==> config.mk <==
export PLATFORM = sky130hd
export DESIGN_NAME = mem_arbiter
export DESIGN_NICKNAME = d
export VERILOG_FILES = /design/src/rtl/mem_arbiter_pkg.sv /design/src/rtl/mem_arbiter_rr_arbiter.sv /design/src/rtl/mem_arbiter.sv
export SDC_FILE = /design/constraint.sdc
export NUM_CORES = 1
export LEC_CHECK = 0
export ABC_AREA = 0
export ABC_CLOCK_PERIOD_IN_PS = 1900
export BUFFER_PORTS_ARGS = -buffer_cell sky130_fd_sc_hd__buf_2
export CORE_AREA = 2 2 297 299
export DETAILED_ROUTE_END_ITERATION = 7
export DIE_AREA = 0 0 299 301
export HOLD_SLACK_MARGIN = 0.02
export PLACE_DENSITY = 0.6
export SYNTH_ARGS = -nofsm -noshare
export SYNTH_HDL_FRONTEND = slang
export SYNTH_HIERARCHICAL = 1
export SYNTH_SLANG_ARGS = --single-unit
==> constraint.sdc <==
create_clock -name clk_i -period 1.9 [get_ports clk_i]
set_input_delay 0.38 -clock clk_i [delete_from_list [all_inputs] [get_ports clk_i]]
set_output_delay 0.38 -clock clk_i [all_outputs]
set_load 0.02 [all_outputs]
==> src/rtl/mem_arbiter_pkg.sv <==
// Shared types and constants for the memory arbiter: request payload,
// arbiter FSM states and arbitration mode selectors.
package mem_arbiter_pkg;

  localparam int DCACHE_LINE_WIDTH = 128;
  localparam int ADDR_WIDTH        = 32;

  localparam int ARB_MODE_FIXED = 0;
  localparam int ARB_MODE_RR    = 1;

  typedef struct packed {
    logic [ADDR_WIDTH-1:0]        addr;
    logic                         is_store;
    logic [DCACHE_LINE_WIDTH-1:0] data;
  } memory_request_t;

  typedef enum logic [1:0] {
    IDLE  = 2'd0,
    WAIT  = 2'd1,
    ISSUE = 2'd2,
    RESP  = 2'd3
  } arb_state_t;

endpackage

==> src/rtl/mem_arbiter_rr_arbiter.sv <==
// Combinational grant selection over the pending vector.
// Fixed mode: highest pending index wins.
// Round-robin mode: first pending index at or above ptr, wrapping to 0.
module rr_arbiter
  import mem_arbiter_pkg::*;
#(
  parameter  int NUM_REQ  = 2,
  localparam int ID_WIDTH = $clog2(NUM_REQ)
) (
  input  logic [NUM_REQ-1:0]  pending,
  input  logic [ID_WIDTH-1:0] ptr,
  input  logic                rr_mode,
  output logic [ID_WIDTH-1:0] grant_idx,
  output logic                grant_valid
);

  logic [ID_WIDTH-1:0] fixed_idx;
  logic [ID_WIDTH-1:0] wrap_idx;
  logic [ID_WIDTH-1:0] above_idx;
  logic                above_found;

  // Scan the pending vector: highest index, lowest index, lowest index >= ptr
  always_comb begin
    fixed_idx   = '0;
    wrap_idx    = '0;
    above_idx   = '0;
    above_found = 1'b0;
    for (int j = 0; j < NUM_REQ; j++) begin
      if (pending[j]) fixed_idx = ID_WIDTH'(j);
    end
    for (int j = NUM_REQ - 1; j >= 0; j--) begin
      if (pending[j]) begin
        wrap_idx = ID_WIDTH'(j);
        if (ID_WIDTH'(j) >= ptr) begin
          above_idx   = ID_WIDTH'(j);
          above_found = 1'b1;
        end
      end
    end
  end

  // Pick the result for the active mode
  always_comb begin
    grant_valid = |pending;
    if (rr_mode) grant_idx = above_found ? above_idx : wrap_idx;
    else         grant_idx = fixed_idx;
  end

endmodule

==> src/rtl/mem_arbiter.sv <==
// N-way cache-miss arbiter in front of a single main-memory port.
// Each requester holds one outstanding miss; one is granted, delayed by
// REQ_LATENCY cycles, issued to memory and its response routed back by id.
//
// Handshake: mm_req_valid_o is asserted in ISSUE and held with a stable
// mm_req_info_o until the cycle mm_req_ready_i is sampled high; the transfer
// happens on that edge. mm_rsp_valid_i is only honoured in RESP.
module mem_arbiter
  import mem_arbiter_pkg::*;
#(
  parameter  int NUM_REQ     = 2,
  parameter  int LINE_WIDTH  = DCACHE_LINE_WIDTH,
  parameter  int ARB_MODE    = ARB_MODE_FIXED,
  parameter  int REQ_LATENCY = 4,
  localparam int ID_WIDTH    = $clog2(NUM_REQ)
) (
  input  logic                              clk_i,
  input  logic                              reset_n,
  input  logic [NUM_REQ-1:0]                req_valid_i,
  input  memory_request_t [NUM_REQ-1:0]     req_info_i,
  output logic [NUM_REQ-1:0]                req_busy_o,
  output logic [NUM_REQ-1:0]                req_drop_o,
  output logic                              mm_req_valid_o,
  output memory_request_t                   mm_req_info_o,
  input  logic                              mm_req_ready_i,
  input  logic                              mm_rsp_valid_i,
  input  logic [LINE_WIDTH-1:0]             mm_rsp_data_i,
  output logic                              rsp_valid_o,
  output logic [ID_WIDTH-1:0]               rsp_id_o,
  output logic [LINE_WIDTH-1:0]             rsp_data_o,
  output arb_state_t                        dbg_state_o,
  output logic [ID_WIDTH-1:0]               dbg_rr_ptr_o
);

  localparam int CNT_W = (REQ_LATENCY > 1) ? $clog2(REQ_LATENCY) : 1;
  localparam logic [CNT_W-1:0] CNT_LOAD = (REQ_LATENCY > 0) ? CNT_W'(REQ_LATENCY - 1) : '0;

  arb_state_t                    state_q, state_d;
  logic [NUM_REQ-1:0]            pending_q;
  memory_request_t [NUM_REQ-1:0] info_q;
  logic [NUM_REQ-1:0]            drop_q;
  logic [ID_WIDTH-1:0]           grant_q;
  memory_request_t               req_q;
  logic [ID_WIDTH-1:0]           ptr_q;
  logic [CNT_W-1:0]              cnt_q;
  logic                          rsp_valid_q;
  logic [ID_WIDTH-1:0]           rsp_id_q;
  logic [LINE_WIDTH-1:0]         rsp_data_q;

  logic [ID_WIDTH-1:0] grant_idx;
  logic                grant_valid;
  logic                grant_load;
  logic                rsp_fire;
  logic                cnt_dec;
  logic [NUM_REQ-1:0]  pend_clr, pend_set, pend_drop;

  rr_arbiter #(
    .NUM_REQ (NUM_REQ)
  ) u_rr_arbiter (
    .pending     (pending_q),
    .ptr         (ptr_q),
    .rr_mode     (ARB_MODE == ARB_MODE_RR),
    .grant_idx   (grant_idx),
    .grant_valid (grant_valid)
  );

  // FSM state register
  always_ff @(posedge clk_i or negedge reset_n) begin
    if (!reset_n) state_q <= IDLE;
    else          state_q <= state_d;
  end

  // FSM next-state logic
  always_comb begin
    state_d = state_q;
    unique case (state_q)
      IDLE: begin
        if (grant_valid) begin
          if (REQ_LATENCY == 0) state_d = ISSUE;
          else                  state_d = WAIT;
        end
      end
      WAIT:    if (cnt_q == '0)    state_d = ISSUE;
      ISSUE:   if (mm_req_ready_i) state_d = RESP;
      RESP:    if (mm_rsp_valid_i) state_d = IDLE;
      default: state_d = IDLE;
    endcase
  end

  // FSM outputs and datapath strobes
  always_comb begin
    mm_req_valid_o = (state_q == ISSUE);
    grant_load     = (state_q == IDLE) && grant_valid;
    rsp_fire       = (state_q == RESP) && mm_rsp_valid_i;
    cnt_dec        = (state_q == WAIT) && (cnt_q != '0);
  end

  // Per-requester set/clear/drop; a new pulse in the clearing cycle re-latches
  always_comb begin
    pend_clr  = '0;
    pend_set  = '0;
    pend_drop = '0;
    for (int i = 0; i < NUM_REQ; i++) begin
      pend_clr[i]  = rsp_fire && (grant_q == ID_WIDTH'(i));
      pend_set[i]  = req_valid_i[i] && (!pending_q[i] || pend_clr[i]);
      pend_drop[i] = req_valid_i[i] && pending_q[i] && !pend_clr[i];
    end
  end

  // Pending bits, captured payloads and registered drop pulses
  always_ff @(posedge clk_i or negedge reset_n) begin
    if (!reset_n) begin
      pending_q <= '0;
      info_q    <= '0;
      drop_q    <= '0;
    end else begin
      pending_q <= (pending_q & ~pend_clr) | pend_set;
      drop_q    <= pend_drop;
      for (int i = 0; i < NUM_REQ; i++) begin
        if (pend_set[i]) info_q[i] <= req_info_i[i];
      end
    end
  end

  // Grant capture: index and payload frozen until the response returns
  always_ff @(posedge clk_i or negedge reset_n) begin
    if (!reset_n) begin
      grant_q <= '0;
      req_q   <= '0;
      ptr_q   <= '0;
    end else if (grant_load) begin
      grant_q <= grant_idx;
      req_q   <= info_q[grant_idx];
      if (grant_idx == ID_WIDTH'(NUM_REQ - 1)) ptr_q <= '0;
      else                                     ptr_q <= grant_idx + ID_WIDTH'(1);
    end
  end

  // Latency counter: loaded at grant, counts down through WAIT
  always_ff @(posedge clk_i or negedge reset_n) begin
    if (!reset_n)        cnt_q <= '0;
    else if (grant_load) cnt_q <= CNT_LOAD;
    else if (cnt_dec)    cnt_q <= cnt_q - CNT_W'(1);
  end

  // Registered response to the requester; stores return zero data
  always_ff @(posedge clk_i or negedge reset_n) begin
    if (!reset_n) begin
      rsp_valid_q <= 1'b0;
      rsp_id_q    <= '0;
      rsp_data_q  <= '0;
    end else begin
      rsp_valid_q <= rsp_fire;
      if (rsp_fire) begin
        rsp_id_q   <= grant_q;
        rsp_data_q <= req_q.is_store ? '0 : mm_rsp_data_i;
      end
    end
  end

  assign req_busy_o    = pending_q;
  assign req_drop_o    = drop_q;
  assign mm_req_info_o = req_q;
  assign rsp_valid_o   = rsp_valid_q;
  assign rsp_id_o      = rsp_id_q;
  assign rsp_data_o    = rsp_data_q;
  assign dbg_state_o   = state_q;
  assign dbg_rr_ptr_o  = ptr_q;

endmodule

==> flow_metrics.env, run 1 <==
export IMPL_vias_per_cell=4.46
export IMPL_violations="setup timing"
export IMPL_finalMaxSlewViolations=0
export IMPL_cts_root_buf="clkbuf_16"
export IMPL_switchingPower_mw=22.8
export IMPL_design_area_mm2=0.0385
export IMPL_fmax_mhz=518
export IMPL_max_cap_viol_count=0
export IMPL_dieArea_mm2=0.0900
export IMPL_gp_congestion=0.845
export IMPL_io_pins=755
export IMPL_grt_pass1_wl_mm=122
export IMPL_portBuffers=754
export IMPL_area_growth_syn_to_layout_pct=53.1
export IMPL_clkTransAtPathRegs_ns=0.06
export IMPL_multi_input_area_mm2=0.00915
export IMPL_core_mm2=0.0865
export IMPL_synth_nets=2455
export IMPL_antenna_found_initial=8
export IMPL_cp_end_kind="register"
export IMPL_floorplan_initialDensity_pct=29.1
export IMPL_cp_start_kind="register"
export IMPL_ant_nets=0
export IMPL_synth_flop_cell="dfrtp_1"
export IMPL_synth_top_area_share_pct=62.0
export IMPL_p_seq_share_pct=37.7
export IMPL_hpwl_mm=55.5
export IMPL_routed_wl_mm=82.9
export IMPL_fill_cells=7849
export IMPL_crit_fanout=16
export IMPL_dr_total_vias=19900
export IMPL_clk_insertion_delay_late_ns=0.62
export IMPL_layout_min_cycle_time_ns=1.93
export IMPL_die_height_um=301
export IMPL_skew_ns=0.0240
export IMPL_switching_share_pct=36.4
export IMPL_worst_setup_path_type="register to register"
export IMPL_ir_worst_vdd_mv=0.882
export IMPL_mappedNetlistArea_mm2=0.0252
export IMPL_power_density_mw_per_mm2=1620
export IMPL_drive_above_1_share_pct=40.2
export IMPL_cts_tree="yes"
export IMPL_avgSynthCellArea_um2=12.6
export IMPL_setup_violations=71
export IMPL_ys_seq_area_share_pct=62.0
export IMPL_regArea_mm2=0.0156
export IMPL_syn_inst=1993
export IMPL_worst_pin_slew_ns=0.548
export IMPL_final_hold_violation_count=0
export IMPL_fin_nets=3698
export IMPL_htree_levels=3
export IMPL_p_comb_share_pct=39.6
export IMPL_cp_cell_sequence="ha_4 > nand3b_1 > a21oi_4 > buf_4 > buf_12 > buf_12 > mux2_2"
export IMPL_ys_seq_elements=623
export IMPL_grt_ovfl_total=0
export IMPL_status="finished, violations left"
export IMPL_worst_ep_required_time_ns=2.38
export IMPL_post_synth_top_area_cell="dfrtp_1"
export IMPL_fin_ws_ns=-0.0309
export IMPL_cts_buffers=72
export IMPL_yosys_warnings=6
export IMPL_dp_slack_ns=-0.0383
export IMPL_hp_class="input pin to register"
export IMPL_synth_distinct_cells=32
export IMPL_wl_per_cell_um=18.6
export IMPL_clk_path_buf_depth=3
export IMPL_grt_use_total_pct=17.4
export IMPL_first_pass_iters=5
export IMPL_netlist_top_cells_area="dfrtp_1 (62%), mux2_2 (14%), mux2i_1 (6.4%), o21ai_0 (5.8%), nand2_1 (4.5%)"
export IMPL_initialDrtViolationCount=1195
export IMPL_holdWs_ns=0.0602
export IMPL_rsz0062_at_grt="yes"
export IMPL_num_rows=108
export IMPL_relSlewSlack_pct=63.5
export IMPL_grt_max_degree=78
export IMPL_power_mw=62.6
export IMPL_finalCritPeriodShare_pct=102
export IMPL_crit_top_cell="buf_12"
export IMPL_slowest_stage="dfrtp_2"
export IMPL_synth_most_common_cell="dfrtp_1"
export IMPL_grt_pass1_vias=21100
export IMPL_async_flop_share_pct=100
export IMPL_cp_slowest_stage_delay_ns=0.43
export IMPL_place_area_mm2=0.0312
export IMPL_synth_edf_count=0
export IMPL_pwr_share_clk_pct=22.7
export IMPL_synthTopCellsByCount="dfrtp_1 (623), mux2_2 (314), nand2_1 (301), o21ai_0 (289), mux2i_1 (161)"
export IMPL_p_int_mw=39.8
export IMPL_cts_sinks=623
export IMPL_drc=0
export IMPL_arrival_ns=2.41
export IMPL_power_leakage_nw=18.8
export IMPL_die_x_um=299
-- registers in the layout, summed over array words and instances (netlist names) --
register / count
info_q: 322
mm_req_info_o: 161
rsp_data_o: 128
cnt_q: 2
dbg_state_o: 2
req_busy_o: 2
req_drop_o: 2
dbg_rr_ptr_o: 1
grant_q: 1
rsp_id_o: 1
rsp_valid_o: 1
-- final timing paths --
check | endpoint | startpoint | slack (ns) | depth (start not counted)
min | rsp_data_o[2] | mm_rsp_data_i[2] | 0.06 | 3
max | info_q[26] | dbg_state_o[0] | -0.03 | 7
max reg2reg | info_q[26] | dbg_state_o[0] | -0.03 | 7
min in group asynchronous | mm_req_info_o[56] | reset_n | 0.23 | 2
max in group asynchronous | info_q[211] | reset_n | 0.81 | 3
min reg2reg | mm_req_info_o[148] | mm_req_info_o[148] | 0.47 | 2
-- per-stage QoR --
stage	cells	setup TNS [ns]	utilization, %
after global placement	3879	0	36.0
after detailed placement	3879	-1.44	36.0
after CTS	4428	-2.23	43.7
final	4455	-0.654	44.5
after global routing	4452	-10.58	44.5
after floorplan	1993	0	-
-- cell families (layout without fill, tap and decap cells) --
kind of cell / after synthesis / in the layout / synth area share, %
flops: 623 / 623 / 62.0
mux: 484 / 484 / 20.9
simple gates: 443 / 443 / 8.00
compound gates: 296 / 296 / 5.95
buf+inv: 139 / 1438 / 2.85
fa+ha+maj: 6 / 6 / 0.298
other cells: 1 / 9 / 0.0149
xor+xnor: 1 / 1 / 0.0348
-- layer usage --
layer	wire [µm]	vias up	share of wire [%]	track usage, %
met5	13	-	0.016	0
met1	32800	9663	40	20.5
met3	5080	230	6.1	4.34
met2	40900	670	49	29.2
li1	-	9305	-	-
met4	4160	2	5.0	9.76
-- layout make-up --
class                           instances  share of cell area [%]
Sequential cell                       623                    40.5
Timing Repair Buffer                 1300                    25.5
Multi-Input combinational cell       1231                    23.8
Clock buffer                          111                    5.69
Tap cell                             1155                    3.75
Clock inverter                         19                   0.656
Inverter                                8                  0.0780
Antenna cell                            8                  0.0520
-- layout by cell type, fill, tap and decap left out, types with 62 or more instances in the layout --
cell type,count
o21ai_0,289
dlygate4sd3_1,417
mux2i_1,161
clkbuf_16,85
nand2b_1,129
mux2_4,63
nand2_1,299
buf_2,752
mux2_2,252
dfrtp_1,620
buf_4,62
-- worst max-delay path: cells and delay by family, from the launching register on --
family / cells / cell delay (ns)
compound gates: 1 / 0.22
flops: 1 / 0.43
buf+inv: 3 / 0.48
fa+ha+maj: 1 / 0.16
simple gates: 1 / 0.16
mux: 1 / 0.35
-- power by group through the flow --
stage	Clock, mW	Sequential [mW]	Combinational [mW]
global placement	0	23.5	22.7
global route	15.3	24.4	27.0
finish	14.2	23.6	24.8
CTS	14.6	23.5	23.9
detailed placement	0	23.7	23.1
floorplan	0	26.4	11.2
-- timing repair --
action                                 in CTS  in global routing
buffers inserted                            2                  6
endpoints found under the hold margin     564                  0
cloned                                      0                 13
pin swaps                                   1                  4
hold buffers                              417                  0
resized for setup                           5                 80
setup endpoints to repair                 183                318
Power figures use the tool's default switching activity.
==> inputs of run 2 (changes only) <==
--- a/config.mk
+++ b/config.mk
@@ -8,11 +8,14 @@
 export ABC_AREA = 0
 export ABC_CLOCK_PERIOD_IN_PS = 1900
 export BUFFER_PORTS_ARGS = -buffer_cell sky130_fd_sc_hd__buf_2
+export CELL_PAD_IN_SITES_DETAIL_PLACEMENT = 1
+export CELL_PAD_IN_SITES_GLOBAL_PLACEMENT = 1
 export CORE_AREA = 2 2 297 299
 export DETAILED_ROUTE_END_ITERATION = 7
 export DIE_AREA = 0 0 299 301
+export GPL_TIMING_DRIVEN = 0
 export HOLD_SLACK_MARGIN = 0.02
-export PLACE_DENSITY = 0.6
+export PLACE_DENSITY = 0.71
 export SYNTH_ARGS = -nofsm -noshare
 export SYNTH_HDL_FRONTEND = slang
 export SYNTH_HIERARCHICAL = 1
==> flow_metrics.env, run 2 (synthesis results as in run 1) <==
export IMPL_routed_wl_mm=113
export IMPL_relSlewSlack_pct=54.4
export IMPL_cp_end_kind="register"
export IMPL_rsz0062_at_grt="yes"
export IMPL_worst_setup_path_type="register to register"
export IMPL_path_buf_inv=4
export IMPL_initialDrtViolationCount=1045
export IMPL_core_mm2=0.0865
export IMPL_grt_use_total_pct=23.6
export IMPL_wl_per_cell_um=24.8
export IMPL_cts_hold_buf=443
export IMPL_grt_ovfl_total=0
export IMPL_clk_path_buf_depth=3
export IMPL_postLayoutCoreUtil_pct=46.1
export IMPL_cp_start_kind="register"
export IMPL_final_common_cell="buf_2"
export IMPL_grt_pass1_wl_mm=161
export IMPL_setup_violations=308
export IMPL_clkTransAtPathRegs_ns=0.07
export IMPL_gp_congestion=0.860
export IMPL_dieArea_mm2=0.0900
export IMPL_cts_tree="yes"
export IMPL_cp_slowest_stage_delay_ns=0.41
export IMPL_power_leakage_nw=19.5
export IMPL_grt_max_degree=118
export IMPL_fin_ws_ns=-0.138
export IMPL_violations="hold timing, setup timing"
export IMPL_skew_ns=0.0351
export IMPL_ir_worst_vdd_mv=0.934
export IMPL_dr_total_vias=21800
export IMPL_area_growth_syn_to_layout_pct=58.3
export IMPL_dp_slack_ns=-1.27
export IMPL_regArea_mm2=0.0156
export IMPL_die_height_um=301
export IMPL_holdWs_ns=-0.209
export IMPL_cts_sinks=623
export IMPL_fill_cells=9247
export IMPL_floorplan_initialDensity_pct=29.1
export IMPL_htree_levels=3
export IMPL_slowest_stage="dfrtp_2"
export IMPL_cts_root_buf="clkbuf_16"
export IMPL_finalCritPeriodShare_pct=107
export IMPL_crit_fanout=9
export IMPL_io_pins=755
export IMPL_reg2reg_from="dbg_state_o[1]"
export IMPL_ant_nets=0
export IMPL_die_x_um=299
export IMPL_cts_buffers=75
export IMPL_num_rows=108
export IMPL_clk_insertion_delay_late_ns=0.63
export IMPL_multi_input_area_mm2=0.00956
export IMPL_worst_ep_required_time_ns=2.39
export IMPL_cp_top_family="buffers and inverters"
export IMPL_finalMaxSlewViolations=0
export IMPL_hpwl_mm=68.0
export IMPL_layout_common_cells="buf_2 (759), dfrtp_1 (620), dlygate4sd3_1 (441), nand2_1 (299), o21ai_0 (288)"
export IMPL_max_cap_viol_count=0
export IMPL_grt_pass1_vias=25100
export IMPL_worst_pin_slew_ns=0.684
export IMPL_first_pass_iters=5
export IMPL_drive_above_1_share_pct=40.7
export IMPL_portBuffers=754
export IMPL_antenna_found_initial=28
export IMPL_fin_nets=3781
export IMPL_power_density_mw_per_mm2=1710
export IMPL_crit_start="dbg_state_o[1]"
export IMPL_vias_per_cell=4.79
export IMPL_hp_class="input pin to async pin"
export IMPL_final_hold_violation_count=174
export IMPL_arrival_ns=2.53
export IMPL_largest_reg_flops=322
export IMPL_drc=0
export IMPL_fmax_mhz=491
export IMPL_cp_cell_sequence="ha_4 > buf_4 > nand3_4 > a21boi_2 > buf_6 > buf_12 > clkbuf_16 > mux2_2"
export IMPL_regMostFlops="info_q"
export IMPL_layout_min_cycle_time_ns=2.04
export IMPL_status="finished, violations left"
export IMPL_power_mw=68.0
-- run 2: final cells by class --
cell class,instances,share of cell area (%)
buffer,129,3.30
tap,1155,3.63
multi-input combinational,1231,24.0
inverter,8,0.0754
clock buffer,104,5.36
timing repair buffer,1251,23.4
clock inverter,27,0.942
antenna,25,0.157
sequential,623,39.2
-- run 2: per-layer routing --
metal | track usage [%] | up-vias | wire length (µm)
met2 | 42.3 | 816 | 58900
met4 | 12.7 | 6 | 6260
met3 | 5.03 | 348 | 5670
met1 | 26.0 | 11200 | 42300
li1 | - | 9461 | -
met5 | 0 | - | 39
-- run 2: repair_timing --
action,CTS,global route
endpoints found under the setup margin,618,588
resized for setup,275,154
endpoints found under the hold margin,479,174
pin swaps,3,3
setup buffers,19,6
cloned,5,21
-- run 2: worst register-to-register path: stages, from the launching register on --
cell and delay, ns:
dfrtp_2 0.41, ha_4 0.17, buf_4 0.11, nand3_4 0.12, a21boi_2 0.18, buf_6 0.18
buf_12 0.21, clkbuf_16 0.21, mux2_2 0.33
-- run 2: final timing paths --
kind | to | slack (ns) | cells after the start
max reg2reg | info_q[252] | -0.14 | 8
min | info_q[66] | -0.21 | 2
max | info_q[252] | -0.14 | 8
max in group asynchronous | info_q[292] | 0.56 | 4
min reg2reg | mm_req_info_o[85] | 0.47 | 2
min in group clk_i | rsp_data_o[26] | 0.07 | 3
-- run 2: where the power goes --
group | internal [mW] | total (mW) | leakage (nW) | switching (mW)
logic | 12.7 | 28.9 | 10.6 | 16.3
registers | 19.9 | 24.2 | 7.66 | 4.23
clock network | 8.53 | 14.9 | 1.23 | 6.36
total | 41.1 | 68.0 | 19.5 | 26.9
-- run 2: per-stage QoR --
step           setup TNS (ns)  area, µm²  std cells
6_report               -18.84      39800       4553
4_1_cts                 -6.88      38800       4506
3_5_place_dp          -540.84      30500       3908
5_1_grt                -58.85      39800       4551
2_1_floorplan               0      25200       1993
3_3_place_gp         -8726.10      30400       3902
==> inputs of run 3 (changes only) <==
--- a/config.mk
+++ b/config.mk
@@ -8,14 +8,13 @@
 export ABC_AREA = 0
 export ABC_CLOCK_PERIOD_IN_PS = 1900
 export BUFFER_PORTS_ARGS = -buffer_cell sky130_fd_sc_hd__buf_2
-export CELL_PAD_IN_SITES_DETAIL_PLACEMENT = 1
-export CELL_PAD_IN_SITES_GLOBAL_PLACEMENT = 1
 export CORE_AREA = 2 2 297 299
 export DETAILED_ROUTE_END_ITERATION = 7
 export DIE_AREA = 0 0 299 301
 export GPL_TIMING_DRIVEN = 0
 export HOLD_SLACK_MARGIN = 0.02
-export PLACE_DENSITY = 0.71
+export PLACE_DENSITY = 0.6
+export SKIP_LAST_GASP = 1
 export SYNTH_ARGS = -nofsm -noshare
 export SYNTH_HDL_FRONTEND = slang
 export SYNTH_HIERARCHICAL = 1
==> flow_metrics.env, run 3 (synthesis results as in run 1) <==
export IMPL_gp_congestion=0.903
export IMPL_layout_min_cycle_time_ns=1.99
export IMPL_holdWs_ns=-0.357
export IMPL_num_rows=108
export IMPL_timing_rr_end="info_q[52]"
export IMPL_vias_per_cell=4.60
export IMPL_arrival_ns=2.48
export IMPL_status="finished, violations left"
export IMPL_power_leakage_nw=19.2
export IMPL_routed_wl_mm=92.9
export IMPL_dp_slack_ns=-1.52
export IMPL_first_pass_iters=5
export IMPL_max_cap_viol_count=0
export IMPL_rsz0062_at_grt="yes"
export IMPL_initialDrtViolationCount=1246
export IMPL_hp_class="input pin to async pin"
export IMPL_grt_max_degree=112
export IMPL_reg2reg_from="dbg_state_o[0]"
export IMPL_area_growth_syn_to_layout_pct=56.2
export IMPL_cts_hold_buf=432
export IMPL_regMostFlops="info_q"
export IMPL_dieArea_mm2=0.0900
export IMPL_r2r_cells=9
export IMPL_die_height_um=301
export IMPL_grt_pass1_vias=22000
export IMPL_fin_nets=3761
export IMPL_cts_tree="yes"
export IMPL_grt_pass1_wl_mm=135
export IMPL_fmax_mhz=502
export IMPL_drc=0
export IMPL_wl_per_cell_um=20.6
export IMPL_place_inst=3908
export IMPL_skew_ns=0.0295
export IMPL_clkTransAtPathRegs_ns=0.06
export IMPL_p_comb_share_pct=41.9
export IMPL_finalMaxSlewViolations=0
export IMPL_relSlewSlack_pct=51.2
export IMPL_crit_fanout=7
export IMPL_stdcell_count=4511
export IMPL_clk_path_buf_depth=3
export IMPL_postLayoutCoreUtil_pct=45.4
export IMPL_cts_buffers=73
export IMPL_hpwl_mm=63.4
export IMPL_violations="hold timing, setup timing"
export IMPL_p_seq_share_pct=36.1
export IMPL_cts_sinks=623
export IMPL_die_x_um=299
export IMPL_floorplan_initialDensity_pct=29.1
export IMPL_power_density_mw_per_mm2=1650
export IMPL_drive_above_1_share_pct=40.5
export IMPL_grt_use_total_pct=19.6
export IMPL_io_pins=755
export IMPL_clk_insertion_delay_late_ns=0.62
export IMPL_p_int_mw=40.6
export IMPL_cts_root_buf="clkbuf_16"
export IMPL_ant_nets=0
export IMPL_switching_share_pct=37.4
export IMPL_power_mw=64.9
export IMPL_pwr_share_clk_pct=21.9
export IMPL_finalCritPeriodShare_pct=105
export IMPL_htree_levels=3
export IMPL_layout_common_cells="buf_2 (758), dfrtp_1 (621), dlygate4sd3_1 (432), nand2_1 (299), o21ai_0 (288)"
export IMPL_setup_violations=193
export IMPL_cp_start_kind="register"
export IMPL_switchingPower_mw=24.2
export IMPL_ir_worst_vdd_mv=1.02
export IMPL_fin_tns_setup_ns=-5.64
export IMPL_core_mm2=0.0865
export IMPL_cp_end_kind="register"
export IMPL_worst_setup_path_type="register to register"
export IMPL_worst_pin_slew_ns=0.732
export IMPL_fin_ws_ns=-0.0922
export IMPL_fill_cells=7808
export IMPL_worst_ep_required_time_ns=2.39
export IMPL_portBuffers=754
export IMPL_r2r_setup_slack_ns=-0.09
export IMPL_antenna_found_initial=5
export IMPL_grt_ovfl_total=0
export IMPL_final_hold_violation_count=68
export IMPL_largest_reg_flops=322
export IMPL_dr_total_vias=20800
export IMPL_final_common_cell="buf_2"
run 3: changes by cell type in the layout (fill, tap and decap cells not counted), sizes merged:
cell and change:
buf +8, bufbuf +2, clkbuf -21, clkinv +1, diode -20, dlygate4sd3 -9
inv -3
run 3: cell type report:
type                       count  area, µm²  share of cell area [%]
inverter                       8       30.0                  0.0765
tap                         1155       1450                    3.68
multi-input combinational   1231       9410                    24.0
antenna                        5       12.5                  0.0319
timing repair buffer        1237       9150                    23.3
buffer                       125       1200                    3.07
clock inverter                25        289                   0.736
sequential                   623      15600                    39.7
clock buffer                 102       2140                    5.44
run 3: power groups by stage:
stage                     Combinational (mW)  Sequential [mW]  Clock, mW
final                                   27.2             23.4       14.2
after global routing                    29.3             24.2       15.2
after CTS                               26.0             23.2       14.6
after detailed placement                23.5             23.4          0
after global placement                  23.1             23.2          0
after floorplan                         11.2             26.4          0
run 3: how the worst max path moves through the flow:
stage,cells after the start,slack [ns],endpoint,startpoint
after floorplan,7,0.05,info_q[229],dbg_state_o[0]
after global placement,1,-14.31,dbg_state_o[1],reset_n
after detailed placement,7,-1.52,mm_req_info_o[93],req_busy_o[1]
after CTS,8,-0.13,info_q[52],dbg_state_o[0]
after global routing,8,-0.14,info_q[95],dbg_state_o[0]
final,9,-0.09,info_q[52],dbg_state_o[0]
run 3: critical path, cell delays in order (launching register included):
cell      delay, ns
dfrtp_2        0.40
ha_4           0.18
nand3b_1       0.10
buf_6          0.16
a21oi_4        0.18
buf_12         0.15
buf_16         0.15
buf_6          0.12
buf_16         0.11
mux2_4         0.29
run 3: through the flow:
step                hold slack, ns  area [µm²]
floorplan                   0.0844       25200
global placement             0.457       30400
detailed placement           0.365       30500
CTS                         -0.307       38600
global route                -0.354       39300
finish                      -0.357       39300
run 3: routing by layer:
layer,part of all wire [%],vias to the layer above,global-route usage [%]
met1,41,10400,24.0
li1,-,9435,-
met3,5.9,213,4.43
met5,0,-,0
met4,4.0,0,8.32
met2,49,719,33.1
run 3: repair_timing:
action | in CTS | in global routing
setup buffers | 22 | 7
pin swaps | 2 | 3
gates resized for setup | 206 | 195
hold endpoints to repair | 500 | 68
endpoints found under the setup margin | 707 | 660
gates cloned | 13 | 9
